**config.mk**
```make
export PLATFORM = sky130hd
export DESIGN_NAME = proj_unidade_controle
export DESIGN_NICKNAME = d
export VERILOG_FILES = /design/src/rtl/proj_unidade_controle_pkg.sv /design/src/rtl/proj_unidade_controle_contador_penalidade.sv /design/src/rtl/proj_unidade_controle.sv
export SDC_FILE = /design/constraint.sdc
export NUM_CORES = 1
export LEC_CHECK = 0
export CAP_MARGIN = 40
export CORE_AREA = 8 8 45 47
export DETAILED_ROUTE_END_ITERATION = 7
export DIE_AREA = 0 0 53 55
export GPL_ROUTABILITY_DRIVEN = 0
export GPL_TIMING_DRIVEN = 0
export PLACE_DENSITY_LB_ADDON = 0.12
export SYNTH_ARGS = -nofsm -noshare
export SYNTH_HDL_FRONTEND = slang
export SYNTH_SLANG_ARGS = --single-unit
```
**constraint.sdc**
```tcl
create_clock -name clock -period 2.7 [get_ports clock]
set_clock_uncertainty 0.1 [all_clocks]
set_input_delay 0.54 -clock clock [delete_from_list [all_inputs] [get_ports clock]]
set_output_delay 0.54 -clock clock [all_outputs]
set_load 0.02 [all_outputs]
```
**src/rtl/proj_unidade_controle_pkg.sv**
```systemverilog
// proj_unidade_controle_pkg: state codes and widths shared by the chess move-training control unit.
//   ESTADO_W            width of the state register / db_estado
//   E_INICIAL..E_FIM_JOGO  4-bit state codes, also used for db_estado display
package proj_unidade_controle_pkg;

    localparam int ESTADO_W = 4;

    localparam logic [ESTADO_W-1:0] E_INICIAL       = 4'd0;
    localparam logic [ESTADO_W-1:0] E_PREPARACAO    = 4'd1;
    localparam logic [ESTADO_W-1:0] E_GERA_JOGADA   = 4'd2;
    localparam logic [ESTADO_W-1:0] E_ESPERA_JOGADA = 4'd3;
    localparam logic [ESTADO_W-1:0] E_REGISTRA      = 4'd4;
    localparam logic [ESTADO_W-1:0] E_COMPARA       = 4'd5;
    localparam logic [ESTADO_W-1:0] E_ACERTO        = 4'd6;
    localparam logic [ESTADO_W-1:0] E_ERRO          = 4'd7;
    localparam logic [ESTADO_W-1:0] E_FIM_JOGO      = 4'd8;

endpackage

```
**src/rtl/proj_unidade_controle_contador_penalidade.sv**
```systemverilog
// contador_penalidade: 4-bit up-counter timing the wrong-move penalty.
//   clock  in   system clock, rising edge
//   reset  in   asynchronous, active-low; clears the count
//   zera   in   synchronous clear (priority over conta)
//   conta  in   count enable
//   fim    out  terminal flag, high while the count equals PENALIDADE-1
module contador_penalidade #(
    parameter int PENALIDADE = 4
) (
    input  logic clock,
    input  logic reset,
    input  logic zera,
    input  logic conta,
    output logic fim
);

    logic [3:0] valor;

    always_ff @(posedge clock or negedge reset) begin
        if (!reset)
            valor <= 4'd0;
        else if (zera)
            valor <= 4'd0;
        else if (conta)
            valor <= valor + 4'd1;
    end

    assign fim = valor == 4'(PENALIDADE - 1);

endmodule

```
**src/rtl/proj_unidade_controle.sv**
```systemverilog
// proj_unidade_controle: Moore control unit sequencing the chess move-training datapath.
//   clock, reset        rising-edge clock; asynchronous active-low reset
//   iniciar             start/restart request
//   temJogada           one-cycle pulse, player move available
//   acertou             played move equals expected move
//   fimT                game timer expired
//   novaJogada          request next target move
//   registraR           latch player move
//   zeraR, zeraT, zeraP clear move registers / timer / score
//   contaT, decresceT   advance timer / apply time penalty
//   contaP              increment score
//   pronto              game over
//   db_estado           current state code
// Optional feature: define PENALIDADE_EN to hold erro for PENALIDADE cycles with decresceT high.
module proj_unidade_controle
    import proj_unidade_controle_pkg::*;
#(
    parameter int PENALIDADE = 4
) (
    input  logic                clock,
    input  logic                reset,
    input  logic                iniciar,
    input  logic                temJogada,
    input  logic                acertou,
    input  logic                fimT,
    output logic                novaJogada,
    output logic                registraR,
    output logic                zeraR,
    output logic                zeraT,
    output logic                zeraP,
    output logic                contaT,
    output logic                decresceT,
    output logic                contaP,
    output logic                pronto,
    output logic [ESTADO_W-1:0] db_estado
);

    logic [ESTADO_W-1:0] estado, proximo;
    logic                emErro;
    logic                ultimoPen;

    assign emErro = estado == E_ERRO;

`ifdef PENALIDADE_EN
    // Counter is held at 0 outside erro, so it restarts from 0 on every entry.
    contador_penalidade #(.PENALIDADE(PENALIDADE)) uPenalidade (
        .clock (clock),
        .reset (reset),
        .zera  (!emErro),
        .conta (emErro),
        .fim   (ultimoPen)
    );
    assign decresceT = emErro;
`else
    // Without the penalty, erro is a single cycle: it is always its own last cycle.
    assign ultimoPen = 1'b1;
    assign decresceT = 1'b0;
`endif

    always_ff @(posedge clock or negedge reset) begin
        if (!reset)
            estado <= E_INICIAL;
        else
            estado <= proximo;
    end

    always_comb begin
        proximo = E_INICIAL;
        case (estado)
            E_INICIAL:       proximo = iniciar ? E_PREPARACAO : E_INICIAL;
            E_PREPARACAO:    proximo = E_GERA_JOGADA;
            E_GERA_JOGADA:   proximo = E_ESPERA_JOGADA;
            E_ESPERA_JOGADA: proximo = fimT ? E_FIM_JOGO : temJogada ? E_REGISTRA : E_ESPERA_JOGADA;
            E_REGISTRA:      proximo = fimT ? E_FIM_JOGO : E_COMPARA;
            E_COMPARA:       proximo = fimT ? E_FIM_JOGO : acertou ? E_ACERTO : E_ERRO;
            E_ACERTO:        proximo = fimT ? E_FIM_JOGO : E_GERA_JOGADA;
            E_ERRO:          proximo = fimT ? E_FIM_JOGO : ultimoPen ? E_ESPERA_JOGADA : E_ERRO;
            E_FIM_JOGO:      proximo = iniciar ? E_PREPARACAO : E_FIM_JOGO;
            default:         proximo = E_INICIAL;
        endcase
    end

    assign novaJogada = estado == E_GERA_JOGADA;
    assign registraR  = estado == E_REGISTRA;
    assign zeraT      = estado == E_PREPARACAO;
    assign zeraP      = estado == E_PREPARACAO;
    assign zeraR      = estado == E_PREPARACAO || estado == E_GERA_JOGADA || (emErro && ultimoPen);
    assign contaP     = estado == E_ACERTO;
    assign pronto     = estado == E_FIM_JOGO;
    // The timer runs in every waiting/playing state except while a penalty is being applied.
    assign contaT     = estado == E_ESPERA_JOGADA || estado == E_REGISTRA || estado == E_COMPARA ||
                        estado == E_ACERTO || (emErro && !decresceT);
    assign db_estado  = estado;

endmodule

```
==> run metrics <==
number of buffers created by CTS 3; Via Count between 300 and 400; Leak Pwr 0.000230 uW; non-filler cells, final 78; grt total ovfl 0; Net Sw Frac 44.5%; clock network fraction of total power 10.9%; Max Slew Vio Count 0; dpl cells 75; CTS tree yes; first-pass GRT wire length 1630 um; Sw Pwr roughly 310 uW; Logic pwr share 72.6%; iteration count of the initial detailed-routing pass 4; Arrival @ worst endpoint 1.90 ns; Setup crit start kind flip-flop; CTS root buf clkbuf_4; Flop pwr share 16.5%; worst skew pair latency ~0.24 ns; initial antenna violation count 0; Fmax 393 MHz; Syn Inst Count 42; total track usage 7.56%; total of max-cap violations 0; Total Nets Final 70; Worst setup endpoint zeraT; mean area per synthesized cell between 8 and 9 um^2; number of setup violations in the final report 0; reg-to-reg setup timing slack about 1.5 ns; cell-internal power 392 uW; drt drc 0; Post-Syn Area 357 um^2; standard-cell row count 14; largest net degree at the start of global routing 11; critical register-to-register path endpoint db_estado[0]; Initial DRC Count 4; synth-to-layout area growth 61.4%; total nets after synthesis 48; CP required 2.06 ns; clock buffer depth 2; layout cells sized above 1 21.0%; TritonCTS Sinks 4; Post-DP HPWL 741 um; Port Buffers 17; RSZ-0062 raised after global routing no; RR Startpoint db_estado[3]; Synth area leaders dfrtp_1 (28%), nand2b_1 (7.0%), buf_4 (6.3%); mean routed wirelength per cell between 10 and 15 um; Final min period 2.54 ns; H-tree depth 1; Fin. Hold Viols 0; yosys warns 0; TNS Setup 0 ns; clock slew seen by the registers of the worst setup and hold paths roughly 0.040 ns; EDFF count, synth 0; WS Path Type flip-flop to output port; DRT Wirelength 943 um; Post-DRT Antenna Nets 0; Top Ports 19; CP Capture Type output port; Post-synth top flop dfrtp_1; post-synthesis sequential area ratio 28.1%; area share of the largest cell type after synthesis 28.1%; Via density 4.58; hold buffer count at cts 0; Critical Path Start db_estado[1]; width of the die around 53 um; path type of the worst min-delay path primary input to async pin; Power Density about 1200 nW/um^2; die area 2920 um^2; outcome finished clean; Initial Util 25.8%; R2R depth 4; Die Ht 55 um; Distinct cells, synth 25; ys async rst share 100%; Max rail drop VDD 446 uV; final worst-path cycle share a little over nine tenths; # diodes 0; register bit total from synthesis 4; Yosys top cell by area dfrtp_1; vias in the first global route 373; core area 1380 um^2; critical path peak fanout 10; max FFs per register 4
==> through the flow <==
stage / worst slack, ns / total power (uW) / utilization (%) / hold slack (ns) / instance area, um^2
final: 0.158 / 705 / 41.6 / 0.399 / 576
after global routing: 0.00666 / 768 / 41.6 / 0.406 / 576
after CTS: 0.0217 / 714 / 41.1 / 0.395 / 569
after detailed placement: 0.282 / 632 / 39.5 / 0.579 / 547
after global placement: 0.298 / 634 / 39.5 / 0.577 / 547
after floorplan: 0.241 / 431 / - / 0.144 / 357
==> synthesized netlist by cell type, types with 2 or more instances <==
library cell  number
nor3_1             2
dfrtp_1            4
nor2_1             4
inv_1              2
nor2b_1            2
nand2b_1           4
buf_4              3
buf_6              2
a21oi_1            3
==> kinds of logic (layout without fill, tap and decap cells) <==
logic type	count (synthesis)	count (layout)	share of synthesized area, %
DFF	4	4	28.1
other	1	1	1.05
AOI/OAI and AO/OA	11	11	21.8
and+or+nand+nor	17	17	30.5
buffers and inverters	8	28	16.1
xor gates and xnor gates	1	1	2.46
==> worst min-delay path by stage <==
stage / start / to / depth (start not counted)
after floorplan: reset / db_estado[0] / 0
after global placement: db_estado[3] / db_estado[1] / 4
after detailed placement: db_estado[3] / db_estado[1] / 4
after CTS: reset / db_estado[3] / 1
after global routing: reset / db_estado[2] / 1
final: reset / db_estado[0] / 1
==> power groups by stage <==
stage	Clock (uW)	Sequential (uW)	Combinational, uW
2_1_floorplan	0	143	288
3_3_place_gp	0	118	516
3_5_place_dp	0	119	514
4_1_cts	81.4	118	515
5_1_grt	87.1	122	559
6_report	76.9	116	512
==> cells in the final DEF (no fill, tap or decap), drive strengths merged, types with 2 or more instances in the layout <==
cell and n:
dfrtp 4, inv 2, nor3 2, nand2b 4
nor2b 2, clkdlybuf4s50 17, nor4b 2, a21oi 3
clkbuf 3, nor2 4, buf 6
==> worst max-delay path, stage by stage, from the launching register on <==
cell and delay (ns):
dfrtp_1 0.45, buf_6 0.18, nor4b_2 0.30, buf_4 0.15, clkdlybuf4s50_1 0.59
==> layer usage <==
layer / up-vias / track usage [%] / share of wire (%)
met4: 0 / 3.88 / 0
met1: 161 / 8.41 / 44
met5: - / 0 / 0
met3: 0 / 3.74 / 8.8
li1: 182 / - / -
met2: 14 / 11.7 / 48
==> final cells by class <==
type,instances,area [um^2]
Tap cell,16,20.0
Fill cell,143,808
Multi-Input combinational cell,30,205
Timing Repair Buffer,17,170
Sequential cell,4,100
Clock buffer,3,22.5
Buffer,6,50.0
Inverter,2,7.51
==> repair_timing <==
item / 4_1_cts / 5_1_grt
hold endpoints to repair: 0 / 0
resized for setup: 0 / 1
setup endpoints to repair: 0 / 2
buffers inserted: 0 / 0
(Power assumes the default switching activity.)
